===== config.mk =====
export PLATFORM = sky130hd
export DESIGN_NAME = base_level_seq
export DESIGN_NICKNAME = d
export VERILOG_FILES = /design/src/rtl/base_level_seq.sv
export SDC_FILE = /design/constraint.sdc
export NUM_CORES = 1
export LEC_CHECK = 0
export CORE_MARGIN = 3
export CORE_UTILIZATION = 49
export CTS_CLUSTER_DIAMETER = 80
export DETAILED_ROUTE_END_ITERATION = 8
export PLACE_DENSITY = 0.85
export REMOVE_ABC_BUFFERS = 1
export SLEW_MARGIN = 15
export SYNTH_ARGS = -nofsm -noshare
export SYNTH_HDL_FRONTEND = slang
export SYNTH_SLANG_ARGS = --single-unit

===== constraint.sdc =====
create_clock -name clk -period 3.45 [get_ports clk]
set_input_delay 0.5175 -clock clk [delete_from_list [all_inputs] [get_ports clk]]
set_output_delay 0.5175 -clock clk [all_outputs]
set_load 0.05 [all_outputs]

===== src/rtl/base_level_seq.sv =====
// Per-coefficient-group sequencer: tracks c1Idx/c2Idx, drives base_level_calc, emits baseLevel/remainder.
// Optional escape remainder on out_rem is enabled by defining BLS_REM_EN (otherwise tied to zero).
module base_level_seq #(
    parameter int LEVEL_W = 16,
    parameter int CG_SIZE = 16,
    parameter int C1_MAX  = 8,
    parameter int C2_MAX  = 1
) (
    input  logic               clk,
    input  logic               rst_n,
    input  logic               cg_start,
    input  logic               in_valid,
    output logic               in_ready,
    input  logic [LEVEL_W-1:0] in_abs,
    input  logic               in_last,
    output logic               calc_start,
    output logic [7:0]         calc_c1Idx,
    output logic [7:0]         calc_c2Idx,
    input  logic [7:0]         calc_baseLevel,
    input  logic               calc_done,
    output logic               out_valid,
    input  logic               out_ready,
    output logic [7:0]         out_base,
    output logic [LEVEL_W-1:0] out_rem,
    output logic               out_last,
    output logic [3:0]         out_idx,
    output logic               busy,
    output logic               err_overrun
);

    localparam int IDX_W = $clog2(CG_SIZE + 1);

    localparam logic [1:0] S_IDLE  = 2'd0;
    localparam logic [1:0] S_ISSUE = 2'd1;
    localparam logic [1:0] S_WAIT  = 2'd2;
    localparam logic [1:0] S_OUT   = 2'd3;

    logic [1:0]         state;
    logic [1:0]         state_nxt;
    logic [LEVEL_W-1:0] abs_q;
    logic               last_q;
    logic [7:0]         base_q;
    logic [7:0]         c1_idx;
    logic [7:0]         c2_idx;
    logic [IDX_W-1:0]   idx;
    logic [IDX_W-1:0]   idx_inc;
    logic               err_q;

    logic accept;
    logic out_hs;
    logic calc_hit;
    logic abs_nz;
    logic c1_inc;
    logic c2_inc;
    logic wrap_cg;
    logic cg_clear;

    assign accept   = in_valid && (state == S_IDLE);
    assign out_hs   = out_ready && (state == S_OUT);
    assign calc_hit = calc_done && (state == S_WAIT);
    assign abs_nz   = (abs_q != '0);

    // greater2 only advances while greater1 flags are still being coded
    assign c1_inc  = abs_nz && (c1_idx < 8'(C1_MAX));
    assign c2_inc  = c1_inc && (abs_q > LEVEL_W'(1)) && (c2_idx < 8'(C2_MAX));
    assign idx_inc = idx + IDX_W'(1);

    assign wrap_cg  = out_hs && !last_q && (idx_inc == IDX_W'(CG_SIZE));
    assign cg_clear = ((state == S_IDLE) && cg_start) || (out_hs && last_q) || wrap_cg;

    always_comb begin
        state_nxt = state;
        case (state)
            S_IDLE: begin
                if (in_valid) begin
                    state_nxt = (in_abs != '0) ? S_ISSUE : S_OUT;
                end
            end
            S_ISSUE: state_nxt = S_WAIT;
            S_WAIT: begin
                if (calc_done) begin
                    state_nxt = S_OUT;
                end
            end
            S_OUT: begin
                if (out_ready) begin
                    state_nxt = S_IDLE;
                end
            end
            default: state_nxt = S_IDLE;
        endcase
    end

    always_ff @(posedge clk or negedge rst_n) begin
        if (!rst_n) begin
            state <= S_IDLE;
        end else begin
            state <= state_nxt;
        end
    end

    // cg_start in IDLE takes effect in the same edge as an accept, so the
    // accepted coefficient is issued with cleared counters
    always_ff @(posedge clk or negedge rst_n) begin
        if (!rst_n) begin
            c1_idx <= '0;
            c2_idx <= '0;
            idx    <= '0;
        end else if (cg_clear) begin
            c1_idx <= '0;
            c2_idx <= '0;
            idx    <= '0;
        end else if (out_hs) begin
            if (c1_inc) begin
                c1_idx <= c1_idx + 8'd1;
            end
            if (c2_inc) begin
                c2_idx <= c2_idx + 8'd1;
            end
            idx <= idx_inc;
        end
    end

    always_ff @(posedge clk or negedge rst_n) begin
        if (!rst_n) begin
            err_q <= 1'b0;
        end else if (wrap_cg) begin
            err_q <= 1'b1;
        end
    end

    always_ff @(posedge clk or negedge rst_n) begin
        if (!rst_n) begin
            abs_q  <= '0;
            last_q <= 1'b0;
            base_q <= '0;
        end else if (accept) begin
            abs_q  <= in_abs;
            last_q <= in_last;
            base_q <= '0;
        end else if (calc_hit) begin
            base_q <= calc_baseLevel;
        end
    end

`ifdef BLS_REM_EN
    logic [LEVEL_W-1:0] rem_q;
    logic [LEVEL_W-1:0] base_ext;

    assign base_ext = LEVEL_W'(calc_baseLevel);

    always_ff @(posedge clk or negedge rst_n) begin
        if (!rst_n) begin
            rem_q <= '0;
        end else if (accept) begin
            rem_q <= '0;
        end else if (calc_hit) begin
            rem_q <= (abs_q >= base_ext) ? (abs_q - base_ext) : '0;
        end
    end

    assign out_rem = rem_q;
`else
    assign out_rem = '0;
`endif

    assign in_ready    = (state == S_IDLE);
    assign busy        = (state != S_IDLE);
    assign calc_start  = (state == S_ISSUE);
    assign calc_c1Idx  = c1_idx;
    assign calc_c2Idx  = c2_idx;
    assign out_valid   = (state == S_OUT);
    assign out_base    = base_q;
    assign out_last    = last_q;
    assign out_idx     = 4'(idx);
    assign err_overrun = err_q;

endmodule


==> results of run 1 <==
[worst min path at each step]
stage	slack, ps	depth (start not counted)	end
global placement	460	2	abs_q[4]$_DFFE_PN0P_
floorplan	220	0	abs_q[0]$_DFFE_PN0P_
CTS	440	1	idx[0]$_DFFE_PN0P_
global route	260	1	err_overrun$_DFFE_PN0P_
finish	220	1	idx[0]$_DFFE_PN0P_
detailed placement	470	2	err_overrun$_DFFE_PN0P_
[power by group]
part | internal, mW | switching (mW) | leakage, nW
clock network | 0.288 | 0.186 | 0.0681
registers | 0.749 | 0.134 | 0.639
logic | 0.377 | 0.758 | 0.737
[state kept, by name, indices dropped and copies added, names as in the netlist]
register / cells
idx: 5
abs_q: 16
err_overrun: 1
calc_c2Idx: 8
out_base: 8
out_last: 1
state: 2
calc_c1Idx: 8
[cell families (layout without fill, tap and decap cells)]
logic type | after synthesis | after routing | synth area share
compound gates | 30 | 30 | 0.0773
xor+xnor | 6 | 6 | 0.0219
fa+ha+maj | 9 | 9 | 0.0470
buf+inv | 47 | 92 | 0.105
flops | 49 | 49 | 0.512
other cells | 1 | 16 | 0.00157
simple gates | 124 | 124 | 0.235
[cells in the final DEF (no fill, tap or decap), types with 5 or more instances in the layout]
cell	n
nand3_1	12
clkdlybuf4s50_1	63
clkbuf_8	5
conb_1	16
dfrtp_1	49
inv_1	18
a21oi_1	16
nand2_1	66
nor4_1	6
ha_1	9
nor2_1	18
[per-layer routing]
metal / share of wire / global-route usage / up-vias
met5: 0 / 0 / -
met4: 0.012 / 0.0580 / 0
met3: 0.064 / 0.0486 / 6
met2: 0.50 / 0.323 / 62
met1: 0.43 / 0.231 / 946
li1: - / - / 963
[stage by stage]
| step | std cells | util | total power [mW] | area (um^2) | hold WS, ps |
|---|---|---|---|---|---|
| final | 391 | 0.693 | 2.49 | 3140 | 219 |
| after global routing | 391 | 0.693 | 2.65 | 3140 | 262 |
| after CTS | 391 | 0.692 | 2.51 | 3140 | 441 |
| after detailed placement | 383 | 0.663 | 2.02 | 3000 | 466 |
| after global placement | 383 | 0.663 | 1.99 | 3000 | 458 |
| after floorplan | 252 | - | 1.64 | 2270 | 222 |
[cell type report]
type	count	area [um^2]	share of cell area
Sequential cell	49	1230	0.390
Multi-Input combinational cell	185	978	0.312
Timing Repair Buffer	66	653	0.208
Tap cell	65	81.3	0.0259
Clock buffer	5	68.8	0.0219
Inverter	18	67.6	0.0215
Clock inverter	3	65.1	0.0207
[critical path, cell delays in order, from the launching register on]
cell and delay (ps):
dfrtp_1 410, inv_1 80, ha_1 290, inv_1 160, clkdlybuf4s50_1 830
==> flow_summary.ini, run 1 <==
[status]
status = finished, final reports clean

[setup_path]
r2r_setup_slack_ps = 1440
worst-endpoint-required_ps = 2930
critPathCaptureType = primary output
cp_max_fo = 7
critPathKind = register to primary output
r2r-start = calc_c1Idx[6]$_DFFE_PN0P_
arrival_ps = 2060
startpoint_type = register
endpoint = busy
rr_endpoint = calc_c1Idx[2]$_DFFE_PN0P_
reg2reg_depth = 4
crit_start = state[0]$_DFFE_PN0P_

[yosys]
synth-edff-count = 0
yosysMostFrequentCell = nand2_1
synth_cell_types = 33
synth_common_cells = nand2_1, dfrtp_1, buf_4
synth_area_per_cell_um2 = 9.01
syn_inst = 266
yosysTopAreaCellShare = 0.512
yosys-top-cells-area = dfrtp_1, nand2_1, buf_4
netlist.top_cell.by_area = dfrtp_1
synth_area_um2 = 2400
yosys_warnings = 0
ys_ff_latch = 49
synth_flop_cell = dfrtp_1
async_flop_share = 1.00
synth-seq-area-share = 0.512

[timing]
fin_worst_skew_ps = 4.79
finalCritPeriodShare = 0.748
hold_viol_final = 0
min_period_ps = 2580
setup_tns_ps = 0
fin_ws_ps = 870
fmax_mhz = 388
timing.slew.headroom = 0.572
setup_violations = 0
tightest_slew_ps = 639
drv_slew = 0
rsz0062_at_grt = false

[drt]
finalWirelength_mm = 5.15
vias = 1977
routedWlPerCell_um = 13.2
routed_via_density = 5.06
detail-route-antenna-nets = 0
dr.pass1.iters = 4
drc = 0
drt-initial-drc-count = 143

[cells_and_area]
drive_gt1_frac = 0.0399
fillers = 348
syn_to_final_growth_pct = 31.1
final_nets = 365
antenna-diode-count = 0

[global_route]
antenna_found_initial = 0
overflow = 0
grt_pass1_vias = 1924
grt_max_degree = 50
track_usage = 0.187
grt_pass1_wl_mm = 8.85

[power]
p_leak_nw = 1.44
p_per_area_nw_per_um2 = 793
max-vdd-ir-drop_v = 0.000566

[clock_network]
cts_root_buffer = clkbuf_8
cts_hold_buf = 0
cts_tree = yes
cts_made_buffers = 5
ctsLongestPathBuffers = 2
clk-insertion-delay-late_ps = 300
cts_sinks = 49
cts_setup_buffers = 0
cts_resized = 0
cts.htree.levels = 2
path_clk_slew_ps = 80

[floorplan]
coreArea_um2 = 4530
rows = 24
die_w_um = 75.9
fp.dieH_um = 75.9
start_util = 0.528
die-area_um2 = 5760
num_io_pins = 81

[placement]
dp_worst_setup_slack_ps = 1170
place_congestion = 0.848
port_buffers = 64
hpwl_mm = 3.76

[flow_run]
timing.max_cap.violations = 0

[min_path]
hp-class = primary input to async pin
Note: power is estimated with default switching activity, not from simulation.
==> run 2, diff against run 1 <==
- CORE_UTILIZATION: 49 -> 41
- PLACE_DENSITY: 0.85 -> 0.76
- clock period: 3.45 -> 2.2 ns (I/O delays scaled with it)
==> flow_summary.ini, run 2 (synthesis results as in run 1) <==
[setup_path]
cpPeakStageDelay_ps = 830
slowest_stage = clkdlybuf4s50_1
startpoint_type = register
path_cells = ha_1 > clkdlybuf4s50_1
cp_max_fo = 4
worst-endpoint-required_ps = 1870
critPathKind = register to primary output
critPathCaptureType = primary output
arrival_ps = 1780

[clock_network]
cts_root_buffer = clkbuf_8
cts_sinks = 49
ctsLongestPathBuffers = 2
cts_hold_buf = 0
cts_resized = 0
cts.htree.levels = 2
cts_setup_buffers = 0
cts_made_buffers = 5
path_clk_slew_ps = 90
clk-insertion-delay-late_ps = 290
cts_tree = yes

[drt]
routed_via_density = 4.85
drc = 0
drt-initial-drc-count = 75
vias = 1958
routedWlPerCell_um = 12.7
dr.pass1.iters = 6
finalWirelength_mm = 5.14
detail-route-antenna-nets = 0

[floorplan]
coreArea_um2 = 5570
rows = 27
die_w_um = 82.4
die-area_um2 = 6800
start_util = 0.430
fp.dieH_um = 82.4
num_io_pins = 81

[timing]
drv_slew = 0
tightest_slew_ps = 608
fmax_mhz = 474
setup_tns_ps = 0
setup_violations = 0
min_period_ps = 2110
fin_worst_skew_ps = 7.09
timing.slew.headroom = 0.591
rsz0062_at_grt = false
hold_viol_final = 0
finalCritPeriodShare = 0.960

[power]
pwr-share-seq = 0.359
clock_power_share = 0.171
p_int_mw = 2.16
p_per_area_nw_per_um2 = 1210
p_leak_nw = 1.47
p_sw_mw = 1.68
swShare = 0.437
combPwrFrac = 0.469
max-vdd-ir-drop_v = 0.000797

[cells_and_area]
fillers = 522
drive_gt1_frac = 0.0602
top_register = abs_q
multiInputGateArea_um2 = 978
fin_util = 0.571
final_nets = 371
stdcell_area_um2 = 3180
final_common_cell = nand2_1
antenna-diode-count = 0
seqCellArea_um2 = 1230
largest_register_ff_count = 16
mostFrequentLayoutCells = nand2_1, clkdlybuf4s50_1, dfrtp_1
syn_to_final_growth_pct = 32.8

[flow_run]
timing.max_cap.violations = 0

[min_path]
hp-class = primary input to async pin

[placement]
port_buffers = 64
post_dp_cell_area_um2 = 3070
place_congestion = 0.790
hpwl_mm = 3.97

[global_route]
grt_pass1_wl_mm = 8.89
antenna_found_initial = 0
track_usage = 0.171
grt_pass1_vias = 1961
overflow = 0
grt_max_degree = 28

[status]
status = finished, final reports clean
-- run 2: cell count changes in the layout (fill, tap and decap cells not counted) --
cell,previous run,this run
buf_2,0,1
buf_12,0,1
buf_4,3,9
bufinv_16,2,1
clkbuf_8,5,6
clkbuf_1,0,1
clkinv_2,1,0
clkdlybuf4s50_1,63,61
-- run 2: layer usage --
layer / share of wire / routed length, um / GRT usage / vias to the layer above
li1: - / - / - / 975
met1: 0.44 / 2260 / 0.219 / 912
met2: 0.49 / 2520 / 0.291 / 66
met3: 0.059 / 304 / 0.0325 / 5
met4: 0.011 / 55 / 0.0532 / 0
met5: 0 / 0 / 0 / -
-- run 2: power by group through the flow --
stage | registers [mW] | clock network, mW | logic (mW)
CTS | 1.38 | 0.669 | 1.82
floorplan | 1.74 | 0 | 0.835
finish | 1.38 | 0.657 | 1.80
global placement | 1.38 | 0 | 1.78
detailed placement | 1.39 | 0 | 1.81
global route | 1.42 | 0.709 | 1.98
-- run 2: cell type report --
type / count / share of cell area
clock buffer: 7 / 0.0271
clock inverter: 1 / 0.00944
inverter: 18 / 0.0212
multi-input combinational: 185 / 0.308
sequential: 49 / 0.385
tap: 72 / 0.0283
timing repair buffer: 72 / 0.221
-- run 2: final timing paths --
kind                                             end  slack [ps]                 startpoint  depth (start not counted)
max                                        out_valid          90       state[0]$_DFFE_PN0P_                          2
min                               idx[2]$_DFFE_PN0P_          10                      rst_n                          1
max reg2reg                calc_c1Idx[2]$_DFFE_PN0P_         200  calc_c1Idx[6]$_DFFE_PN0P_                          4
min reg2reg                  err_overrun$_DFFE_PN0P_         470    err_overrun$_DFFE_PN0P_                          2
max in group asynchronous      abs_q[15]$_DFFE_PN0P_        1660                      rst_n                          2
min in group clk             err_overrun$_DFFE_PN0P_         470    err_overrun$_DFFE_PN0P_                          2
-- run 2: worst max-delay path: cells and delay by family (launching register included) --
kind	cells	cell delay [ps]
adders and majority gates	1	230
buffers and inverters	1	830
DFF	1	420
-- run 2: through the flow --
step	instances	hold WS, ps	power (mW)	setup slack, ps
2_1_floorplan	252	34.4	2.57	-592
3_3_place_gp	396	344	3.16	214
3_5_place_dp	396	358	3.21	176
4_1_cts	404	34.2	3.87	85.6
5_1_grt	404	50.7	4.10	6.76
6_report	404	12.8	3.83	89.1
==> run 3, diff against run 2 <==
- CORE_MARGIN: 3 -> not set
==> flow_summary.ini, run 3 (synthesis results as in run 1) <==
[setup_path]
worst-endpoint-required_ps = 1870
path_buf_inv = 1
cp_max_fo = 4
slowest_stage = clkdlybuf4s50_1
crit_family = buffers and inverters
cpPeakStageDelay_ps = 820
r2r_setup_slack_ps = 180
r2r-start = calc_c1Idx[6]$_DFFE_PN0P_
arrival_ps = 1760
startpoint_type = register
critPathCaptureType = primary output
reg2reg_depth = 4
path_cells = ha_1 > clkdlybuf4s50_1
critPathKind = register to primary output
rr_endpoint = calc_c1Idx[2]$_DFFE_PN0P_

[clock_network]
cts_setup_buffers = 0
cts_made_buffers = 5
cts_sinks = 49
cts_hold_buf = 0
cts_resized = 0
clk-insertion-delay-late_ps = 300
path_clk_slew_ps = 80
cts_tree = yes
cts.htree.levels = 2
ctsLongestPathBuffers = 2
cts_root_buffer = clkbuf_8

[global_route]
track_usage = 0.182
grt_pass1_wl_mm = 8.73
antenna_found_initial = 0
overflow = 0
grt_pass1_vias = 1953
grt_max_degree = 27

[timing]
tightest_slew_ps = 642
whs_ps = 10.2
rsz0062_at_grt = false
timing.slew.headroom = 0.568
finalCritPeriodShare = 0.952
fin_worst_skew_ps = 3.43
setup_violations = 0
min_period_ps = 2090
fmax_mhz = 478
drv_slew = 0
hold_viol_final = 0

[placement]
port_buffers = 64
hpwl_mm = 3.71
place_congestion = 0.762

[power]
p_int_mw = 2.04
p_per_area_nw_per_um2 = 1170
max-vdd-ir-drop_v = 0.000707
p_sw_mw = 1.66
swShare = 0.450
clock_power_share = 0.142
pwr-share-seq = 0.372
combPwrFrac = 0.486
p_leak_nw = 1.45
total_power_mw = 3.70

[drt]
dr.pass1.iters = 5
vias = 1982
routed_via_density = 4.94
detail-route-antenna-nets = 0
drt-initial-drc-count = 66
drc = 0
finalWirelength_mm = 4.95
routedWlPerCell_um = 12.3

[cells_and_area]
largest_register_ff_count = 16
final_common_cell = nand2_1
antenna-diode-count = 0
syn_to_final_growth_pct = 31.4
fin_util = 0.565
final_nets = 369
mostFrequentLayoutCells = nand2_1, clkdlybuf4s50_1, dfrtp_1
top_register = abs_q
drive_gt1_frac = 0.0517

[flow_run]
timing.max_cap.violations = 0

[floorplan]
die-area_um2 = 6150
fp.dieH_um = 78.4
rows = 27
start_util = 0.430
die_w_um = 78.4
coreArea_um2 = 5570
num_io_pins = 81

[min_path]
hp-class = primary input to async pin

[status]
status = finished, final reports clean
-- run 3: cell type report --
class                           count  area, um^2
Fill cell                         507        2420
Sequential cell                    49        1230
Multi-Input combinational cell    185         978
Timing Repair Buffer               70         701
Tap cell                           72        90.1
Clock buffer                        7        86.3
Inverter                           18        67.6
-- run 3: how the worst max path moves through the flow --
stage / start / end / depth (start not counted)
3_5_place_dp: out_ready / calc_c1Idx[2]$_DFFE_PN0P_ / 5
3_3_place_gp: out_ready / calc_c1Idx[2]$_DFFE_PN0P_ / 5
6_report: state[0]$_DFFE_PN0P_ / out_valid / 2
4_1_cts: state[0]$_DFFE_PN0P_ / out_valid / 2
2_1_floorplan: state[0]$_DFFE_PN0P_ / calc_c1Idx[3]$_DFFE_PN0P_ / 5
5_1_grt: state[0]$_DFFE_PN0P_ / out_valid / 2
-- run 3: routing by layer --
layer  vias up  wire [um]  global-route usage
met1       924       2210               0.221
met3         7        250              0.0442
met2        76       2420               0.308
met4         0         72              0.0722
met5         -          0                   0
li1        975          -                   -
-- run 3: per-stage QoR --
stage	setup TNS [ps]	cell area [um^2]	worst slack, ps	cells
final	0	3150	106	401
after global routing	0	3150	59.8	401
after CTS	0	3150	107	401
after detailed placement	0	3060	182	394
after global placement	0	3060	214	394
after floorplan	-21030	2270	-592	252
-- run 3: worst register-to-register path, cell delays in order (launching register included) --
cell and delay [ps]:
dfrtp_1 400, or4_4 550, or3_1 430, or4_1 430, a21oi_1 150
-- run 3: power groups by stage --
stage,Clock [mW],Combinational (mW),Sequential [mW]
after floorplan,0,0.835,1.74
after global placement,0,1.76,1.38
after detailed placement,0,1.80,1.39
after CTS,0.538,1.81,1.38
after global routing,0.575,1.96,1.41
final,0.525,1.80,1.38
